==> config.mk <==
export PLATFORM = sky130hd
export DESIGN_NAME = opl_wrqueue
export DESIGN_NICKNAME = d
export VERILOG_FILES = /design/src/rtl/opl_wrqueue.sv
export SDC_FILE = /design/constraint.sdc
export NUM_CORES = 1
export LEC_CHECK = 0
export BUFFER_PORTS_ARGS = -buffer_cell sky130_fd_sc_hd__buf_2
export CORE_MARGIN = 3
export CORE_UTILIZATION = 30
export CTS_CLUSTER_DIAMETER = 120
export DETAILED_ROUTE_END_ITERATION = 6
export SLEW_MARGIN = 0
export SYNTH_ARGS = -nofsm -noshare
export SYNTH_HDL_FRONTEND = slang
export SYNTH_SLANG_ARGS = --single-unit
==> constraint.sdc <==
create_clock -name clk -period 4.8 [get_ports clk]
set_input_delay 0.96 -clock clk [delete_from_list [all_inputs] [get_ports clk]]
set_output_delay 0.96 -clock clk [all_outputs]
set_load 0.03 [all_outputs]
==> src/rtl/opl_wrqueue.sv <==
// opl_wrqueue: show-ahead queue of {tag, data} OPL register writes with level, almost-full and overflow tracking
module opl_wrqueue #(
  parameter int ADDR_W    = 2,
  parameter int DATA_W    = 8,
  parameter int DEPTH     = 16,
  parameter int AF_LEVEL  = 12,
  parameter int OVERWRITE = 0
) (
  input  logic                        clk,
  input  logic                        reset,
  input  logic                        wr,
  input  logic [ADDR_W-1:0]           addr,
  input  logic [DATA_W-1:0]           din,
  input  logic                        rd,
  output logic [ADDR_W+DATA_W-1:0]    q,
  output logic                        empty,
  output logic                        full,
  output logic                        almost_full,
  output logic [$clog2(DEPTH):0]      level,
  output logic                        overflow,
  input  logic                        clr_ovf,
  output logic [7:0]                  drop_cnt
);
  localparam int PW = $clog2(DEPTH);
  localparam int LW = PW + 1;
  localparam int W  = ADDR_W + DATA_W;
  logic [W-1:0]    mem [DEPTH];
  logic [PW-1:0]   wp, rp, nrp;
  logic            push, pop, lose, adv;
  logic [LW-1:0]   nlevel;
  always_comb begin
    pop    = rd && !empty;
    lose   = wr && full && !rd;
    push   = wr && (!full || rd || OVERWRITE != 0);
    adv    = pop || (lose && OVERWRITE != 0);
    nrp    = adv ? rp + 1'b1 : rp;
    nlevel = level + LW'(push) - LW'(adv);
  end
  always_ff @(posedge clk)
    if (!reset && push) mem[wp] <= {addr, din};
  // q is registered from the next head; bypass when the next head is the entry written this cycle
  always_ff @(posedge clk) begin
    if (reset) begin
      wp          <= '0;
      rp          <= '0;
      level       <= '0;
      empty       <= 1'b1;
      full        <= 1'b0;
      almost_full <= 1'b0;
      overflow    <= 1'b0;
      drop_cnt    <= '0;
      q           <= '0;
    end else begin
      if (push) wp <= wp + 1'b1;
      rp          <= nrp;
      level       <= nlevel;
      empty       <= nlevel == '0;
      full        <= nlevel == LW'(DEPTH);
      almost_full <= nlevel >= LW'(AF_LEVEL);
      if (nlevel != '0) q <= (push && wp == nrp) ? {addr, din} : mem[nrp];
      overflow    <= lose || (overflow && !clr_ovf);
      drop_cnt    <= lose ? (clr_ovf ? 8'd1 : drop_cnt + {7'd0, drop_cnt != 8'hff}) :
                     clr_ovf ? 8'd0 : drop_cnt;
    end
  end
endmodule

Yosys cells after proc, flatten, opt, wreduce, memory -nomap -nowiden --
Memories as Yosys holds them, arrays and structs flattened. A register that Yosys moved wholly into a read port is not among the register bits. Cells that the tools add are included.
Storage, ports and cells: word-level logic and storage cells 39, output and inout bits 27, register bits after elaboration 25, RAM bits 160, bits of input ports 15, memories kept 1
Cells by class: reduce and logical (&&, ||, !) cells 16, equal/unequal tests 2, add/sub/neg operators 5, $lt $le $gt $ge 1, mux-type cells 6
Memory list:
- mem | depth 16, bits a word 10, read ports 1, clocked after memory_dff 1, write ports 1, line 27 | logic [W-1:0] mem [DEPTH];
Operators by type and width (number):
- $mux W8 | 3
- $add A4 B1 Y4 const B | 2
- $add A8 B1 Y8 | 1
- $ne A8 B8 Y1 const B | 1
- $logic_and A1 B1 Y1 | 6
- $add A5 B1 Y5 | 1
- $eq A5 B5 Y1 const B | 1
- $ge A5 B4 Y1 const B | 1
- $logic_not A1 Y1 | 5
- $logic_not A5 Y1 | 1
- $reduce_bool A5 Y1 | 1
- $sub A5 B1 Y5 | 1
- $mux W4 | 1
- $logic_or A1 B1 Y1 | 2
- $mux W1 | 2
- $reduce_bool A2 Y1 | 1

Longest topological paths before layout --
Gate-level depths: netlist of the first run.
depth in word-level cells 6, mapped depth 18, mapped depth without buffers 14

Worst setup path after synthesis of the first run --
No wires, ideal clock.
path kind input -> register, from input port rd, to register q[0] (read register of mem), buffers on the path 4, data required time 4.672 ns, stages on the path 17, library setup time 0.128 ns, arrival time 3.503 ns, slack 1.169 ns, cell sequence nand2b_4 > inv_4 > buf_6 > buf_2 > buf_2 > ha_1 > inv_1 > ha_1 > inv_1 > fa_1 > inv_1 > a21o_1 > a21oi_1 > xnor2_1 > a41o_1 > buf_2 > o221ai_2
On the way: cells in the longest elaborated chain, start to end 5, elaborated cells between the ends (all ways) 7, classes of those cells 2 x add/sub; 1 x mux; 4 x reduce/logical
Ends and longest elaborated chain:
- start, declared | line 14 | input logic rd,
- $logic_or A1 B1 Y1 | line 34 | push = wr && (!full || rd || OVERWRITE != 0);
- $logic_and A1 B1 Y1 | line 34
- $add A5 B1 Y5 | line 37 | nlevel = level + LW'(push) - LW'(adv);
- $sub A5 B1 Y5 | line 37
- $reduce_bool A5 Y1 | line 60 | if (nlevel != '0) q <= (push && wp == nrp) ? {addr, din} : mem[nrp];
- end, declared | line 15 | output logic [ADDR_W+DATA_W-1:0] q,
Parallel ways exist; a longest one is shown, timed or not. A chain may end at the register's enable or synchronous reset.

Worst setup path in the final report of the first run --
from input port rd, to register q[9] (read register of mem)
The elaborated chain is that of the path after synthesis.

==> metrics.md, run 1 <==
| Metric | Value |
|---|---|
| Max-slew violation count | 0 |
| Clock Tree Buf Depth | 2 |
| Clock power frac | 28.8% |
| Highest clock rate | approximately 0.26 GHz |
| Worst Tran Pin Value | ~1.3 ns |
| Ports | 42 |
| Hold Fails Final Rpt | 0 |
| Initial antenna violation count | 0 |
| Power Total | approximately 0.0053 W |
| DR pass1 iterations | 7 |
| Setup Crit Path Kind | in2reg |
| Post-place setup slack | ~0.51 ns |
| Largest net degree at the start of global routing | 67 |
| Post-route setup slack | roughly 0.89 ns |
| Layout Nets | around 900 |
| Initial Utilization | 30.9% |
| Placed instance count | approximately 1,200 |
| Complex-gate fraction of the synthesized area | 19.6% |
| Max cap viols | 0 |
| Largest area contributor in the netlist | edfxtp_1 |
| Hold_buf cts | 0 |
| Crit share post-route | around four fifths |
| Vias/cell | approximately 5.6 |
| Syn Area/Cell | ~11 sq um |
| Netlist cell types | 55 |
| RSZ-0062 raised after global routing | false |
| CTS sink count | roughly 200 |
| CTS tree | done |
| Total of warnings raised by yosys | 0 |
| CTS clock-pin slew for the worst setup and hold paths | around 0.07 ns |
| Core ar. | between 0.03 and 0.04 sq mm |
| Initial detailed-routing violation count | slightly above 800 |
| Die ar. | approximately 0.034 sq mm |
| Post_cts resized | 0 |
| Fin crit period | slightly below 4 ns |
| Ant. Diodes | 0 |
| Comb power frac | about a third |
| Main synth FF type | edfxtp_1 |
| Max Clock Skew | about 0.0081 ns |
| Area delta synth->final | 11.9% |
| Synth top area cells | edfxtp_1 (50%), dfxtp_1 (7.3%), o211ai_1 (4.0%), nor2_1 (3.5%), a21oi_1 (2.9%) |
| Leak Pwr | approximately 3.5 nW |
| Seq pwr share | around two fifths |
| GRT Residual Overflow | 0 |
| Total routing usage reported by global routing | 15.9% |
| Global-route wire length before repair | just over 40 mm |
| Drt wl/cell | ~21 microns |
| CTS root buf | clkbuf_16 |
| Crit-path max FO | 12 |
| Sequential fraction of the synthesis area | a little under three fifths |
| H-tree levels | 4 |
| Later-pin clock latency in the skew report | approximately 0.43 ns |
| Final ANT Viol Nets | 0 |
| Syn Nets | between 800 and 900 |
| Sequential cell area | between 0.005 and 0.006 sq mm |
| Status | finished clean |
| Die X | 185 microns |
| Layout cells sized above 1 | roughly 15% |
| Vias | 7,146 |
| Worst Path Arrival | 4.21 ns |
| Final setup fails | 0 |
| Die Y-Extent | 185 microns |
| Net Sw Frac | a little over a third |
| Routability cong. | 0.839 |
| Mux cell area share after synthesis | less than 1% |
| Post-synthesis xor/xnor area fraction | under 10% |
| Synthesized flop and latch total | around 200 |
| Row cnt | 64 |
| Peak VDD IR | 0.355 mV |
| TNS Setup | 0 ns |
| Post-synth EDFFs | 160 |
| TritonCTS Buffers | 17 |
| Adder-cell share of the synthesized area | ~1.8% |
| Area of the multi-input gates | 0.00363 sq mm |
| WL final | roughly 27 mm |
| P_sw | around 0.0019 W |
| Ys async rst share | 0% |
| Largest family of logic cells by synthesized area | compound AO/OA/AOI/OAI gates |
| Setup Fix Bufs, Post-CTS | 0 |
| Yosys top cell area share | between 40% and 50% |
| Port Buffers | approximately 40 |
| Final Non-Filler Cells | approximately 1,300 |
| Cell Int Power | 0.00339 W |
| Critical Path RT | around 5.1 ns |
| Slew HR | ~12% |
| Fillers | approximately 3,000 |
| Post-Synthesis Cells | roughly 860 |
| Pwr per Cell Area | about 490 mW/mm^2 |
| Setup crit end kind | flop |
| Simple-Gate Fraction of Synth Area | a little over an eighth |
| Vias in the first global route | ~7,000 |
| Drt drc | 0 |
| Post-DP HPWL | 15.6 mm |
| Netlist Area Pre-Place | roughly 0.0096 sq mm |
| Hold Path Class | reg2reg |
| CP Launch Type | primary input |
worst max-delay path: stages:
cell and delay (ns):
buf_2 0.12, nand2b_1 0.16, nand2_2 0.13, ha_1 0.31
inv_1 0.06, ha_1 0.16, inv_1 0.06, fa_1 0.39
inv_1 0.07, a21o_1 0.10, a21oi_1 0.07, xnor2_1 0.34
a41o_1 0.64, or2_1 0.47, o221ai_2 0.15
cell usage in the layout (no fill, tap or decap), types with 11 or more instances in the layout:
cell | Yosys | layout
nand2_1 | 42 | 42
o211ai_1 | 51 | 51
buf_2 | 36 | 41
o21ai_0 | 35 | 35
dfxtp_1 | 35 | 33
o22ai_1 | 23 | 23
nor2_1 | 89 | 89
ha_1 | 12 | 11
a21oi_1 | 56 | 56
nor4_1 | 14 | 14
inv_1 | 40 | 40
clkbuf_16 | 0 | 17
nor3_2 | 7 | 11
o221ai_1 | 17 | 17
nor2b_1 | 22 | 22
edfxtp_1 | 160 | 160
a211oi_1 | 24 | 24
nor3_1 | 32 | 28
buf_4 | 5 | 20
a311oi_1 | 25 | 25
logic make-up (layout without fill, tap and decap cells):
family | Yosys count | after routing
buf+inv | 117 | 135
flops | 195 | 195
xor+xnor | 17 | 17
compound gates | 267 | 267
simple gates | 252 | 252
mux | 2 | 2
fa+ha+maj | 13 | 13
synth_stat cells (9+ instances only):
| master | count |
|---|---|
| a311oi_1 | 25 |
| inv_1 | 40 |
| clkbuf_1 | 24 |
| dfxtp_1 | 35 |
| nor2b_1 | 22 |
| a211oi_1 | 24 |
| nand2_1 | 42 |
| o22ai_1 | 23 |
| o221ai_1 | 17 |
| nor2_1 | 89 |
| o21ai_0 | 35 |
| nor4_1 | 14 |
| buf_6 | 9 |
| a21oi_1 | 56 |
| a31oi_1 | 9 |
| nor3_1 | 32 |
| ha_1 | 12 |
| edfxtp_1 | 160 |
| xor2_1 | 9 |
| o211ai_1 | 51 |
| a21o_1 | 10 |
| buf_2 | 36 |
metal layers:
layer,part of all wire (%),track usage [%],up-vias
li1,-,-,3301
met1,44,21.5,3531
met2,47,25.3,280
met3,7.0,3.26,34
met4,2.1,5.52,0
met5,0,0,-
power by group through the flow:
stage          sequential, W  combinational, W  clock (W)
2_1_floorplan        0.00214           0.00119          0
3_3_place_gp         0.00207           0.00171          0
3_5_place_dp         0.00207           0.00173          0
4_1_cts              0.00203           0.00174    0.00155
5_1_grt              0.00204           0.00191    0.00162
6_report             0.00203           0.00174    0.00153
area by class of cell:
| cell class | count | area share, % |
|---|---|---|
| Timing Repair Buffer | 61 | 3.30 |
| Clock buffer | 21 | 4.27 |
| Multi-Input combinational cell | 551 | 33.6 |
| Sequential cell | 195 | 51.1 |
| Clock inverter | 11 | 1.60 |
| Inverter | 42 | 1.51 |
| Tap cell | 396 | 4.59 |
sequential cells by signal, summed over array words and instances (netlist names):
register and flops:
wp 4, mem 160, almost_full 1, rp 4
empty 1, q 10, full 1, level 5
drop_cnt 8, overflow 1
through the flow:
stage | area, sq um | utilization, % | hold slack, ns
final | 10800 | 34.6 | 0.496
after detailed placement | 10200 | 32.6 | 0.477
after CTS | 10800 | 34.6 | 0.504
after global routing | 10800 | 34.6 | 0.525
after floorplan | 9640 | - | 0.522
after global placement | 10200 | 32.6 | 0.474
worst paths after layout:
| check | startpoint | to | slack [ns] | cells after the start |
|---|---|---|---|---|
| max | rd | q[9] | 0.89 | 15 |
| min | overflow | overflow | 0.50 | 2 |
| max reg2reg | empty | q[9] | 1.16 | 14 |
| min reg2reg | overflow | overflow | 0.50 | 2 |
Note: power is estimated with default switching activity, not from simulation.
==> inputs of run 2 (changes only) <==
==> constraint.sdc (replaced) <==
create_clock -name clk -period 3.3 [get_ports clk]
set_input_delay 0.66 -clock clk [delete_from_list [all_inputs] [get_ports clk]]
set_output_delay 0.66 -clock clk [all_outputs]
set_load 0.03 [all_outputs]
==> run 2 against run 1 <==
- cell count rose by 1.9%
- routed wire length up 1.7%
- global-route usage is 0.28 points higher
- via count is 0.53% higher
- sequential share of layout area down 1.1 points
- worst hold slack improved by 0.0035 ns
- setup slack worse by 0.44 ns
- design area increased by 2.1%
- clock skew rose by 0.0036 ns
- total power grew 47%
- register-to-register slack got worse by 0.68 ns
- clock power increased by 36%
==> metrics.md, run 2 (synthesized netlist as in run 1, its figures left out) <==
| Metric | Value |
|---|---|
| Status | finished clean |
| RSZ-0062 raised after global routing | false |
| Clock Tree Buf Depth | 2 |
| Global-route wire length before repair | roughly 42 mm |
| Biggest register | mem |
| Leading cell types in the layout, fill and taps excluded | edfxtp_1 (160), nor2_1 (89), a21oi_1 (56), o211ai_1 (51), nand2_1 (42) |
| Post-layout util | a little over a third |
| H-tree levels | 4 |
| CTS tree | done |
| Port Buffers | between 40 and 50 |
| Worst R2R Setup Slack | ~0.48 ns |
| Final ANT Viol Nets | 0 |
| Largest net degree at the start of global routing | approximately 120 |
| Row cnt | between 60 and 70 |
| Crit-path max FO | 8 |
| Layout Nets | a little over 900 |
| GRT Residual Overflow | 0 |
| Hold Fails Final Rpt | 0 |
| Max-slew violation count | 0 |
| Die Y-Extent | 185 microns |
| Peak VDD IR | around 0.6 mV |
| Worst Tran Pin Value | about 0.77 ns |
| Vias/cell | approximately 5.5 |
| Max Clock Skew | around 0.012 ns |
| Setup crit end kind | flop |
| Setup Crit Path Kind | in2reg |
| Total routing usage reported by global routing | between 10% and 20% |
| TritonCTS Buffers | 17 |
| Drt wl/cell | 20.9 microns |
| Initial detailed-routing violation count | 829 |
| Leak Pwr | roughly 3.6 nW |
| Slew HR | approximately half |
| Area of the multi-input gates | between 0.003 and 0.004 sq mm |
| Ant. Diodes | 0 |
| CP Launch Type | primary input |
| Routability cong. | approximately 0.85 |
| Max cap viols | 0 |
| CTS sink count | a little under 200 |
| Post_cts resized | 0 |
| Critical Path RT | approximately 3.6 ns |
| Fin crit period | 2.85 ns |
| Initial antenna violation count | 0 |
| Ports | between 40 and 50 |
| Highest clock rate | ~0.35 GHz |
| Fillers | approximately 3,000 |
| DR pass1 iterations | 5 |
| Commonest non-fill, non-tap cell in the layout | edfxtp_1 |
| TNS Setup | 0 ns |
| CTS root buf | clkbuf_16 |
| WL final | 27.1 mm |
| Vias in the first global route | around 7,000 |
| Hold_buf cts | 0 |
| Worst Path Arrival | 3.15 ns |
| Core ar. | between 0.03 and 0.04 sq mm |
| Layout cells sized above 1 | between 10% and 20% |
| Max reg flops | 160 |
| Hold Slack | 0.500 ns |
| Drt drc | 0 |
| CTS clock-pin slew for the worst setup and hold paths | approximately 0.070 ns |
| Die ar. | 0.0343 sq mm |
| Later-pin clock latency in the skew report | roughly 0.44 ns |
| Final setup fails | 0 |
| Post-DP HPWL | around 16 mm |
| Crit share post-route | between 80% and 90% |
| Pwr per Cell Area | 708 mW/mm^2 |
| Sequential cell area | between 0.005 and 0.006 sq mm |
| Vias | slightly above 7,000 |
| Top flop regs | mem x160, q x10, drop_cnt x8 |
| Initial Utilization | 30.9% |
| Setup Fix Bufs, Post-CTS | 0 |
| Die X | between 150 and 200 microns |
| Area delta synth->final | 14.3% |
| Hold Path Class | reg2reg |
-- run 2: power breakdown --
part,switching [W],total (W),internal [W]
sequential,0.000154,0.00295,0.00280
combinational,0.00178,0.00277,0.000990
clock,0.000949,0.00208,0.00113
total,0.00288,0.00780,0.00492
-- run 2: layout make-up --
type | instances | area share (%)
tap | 396 | 4.50
inverter | 42 | 1.48
clock inverter | 13 | 1.37
timing repair buffer | 85 | 5.77
multi-input combinational | 551 | 32.9
clock buffer | 19 | 3.93
sequential | 195 | 50.0
-- run 2: stage by stage --
stage               total power (W)  setup slack [ns]  area [sq um]  std cells
floorplan                   0.00488            0.0284          9650        863
global placement            0.00571            0.0979         10400       1269
detailed placement          0.00574            0.0426         10400       1269
CTS                         0.00781             0.495         11000       1301
global route                0.00818             0.302         11000       1301
finish                      0.00780             0.450         11000       1301
-- run 2: worst paths after layout --
check / from / end / cells past startpoint
max: rd / q[9] / 15
min: overflow / overflow / 2
max reg2reg: empty / q[9] / 14
min reg2reg: overflow / overflow / 2
-- run 2: worst max-delay path, cell delays in order --
cell and delay (ns):
buf_2 0.12, nand2b_1 0.16, nand2_2 0.07, ha_1 0.28, inv_1 0.06, ha_1 0.15, inv_1 0.06, fa_2 0.34
inv_1 0.06, a21o_1 0.10, a21oi_1 0.07, xnor2_1 0.23, a41o_1 0.24, or2_1 0.41, o221ai_2 0.15
-- run 2: metal layers --
layer	GRT usage (%)	wire, microns	vias up	share of wire [%]
met2	25.1	12600	277	46
met3	3.10	1770	49	6.5
met4	6.72	807	0	3.0
met1	22.1	11900	3514	44
li1	-	-	3344	-
met5	0	0	-	0
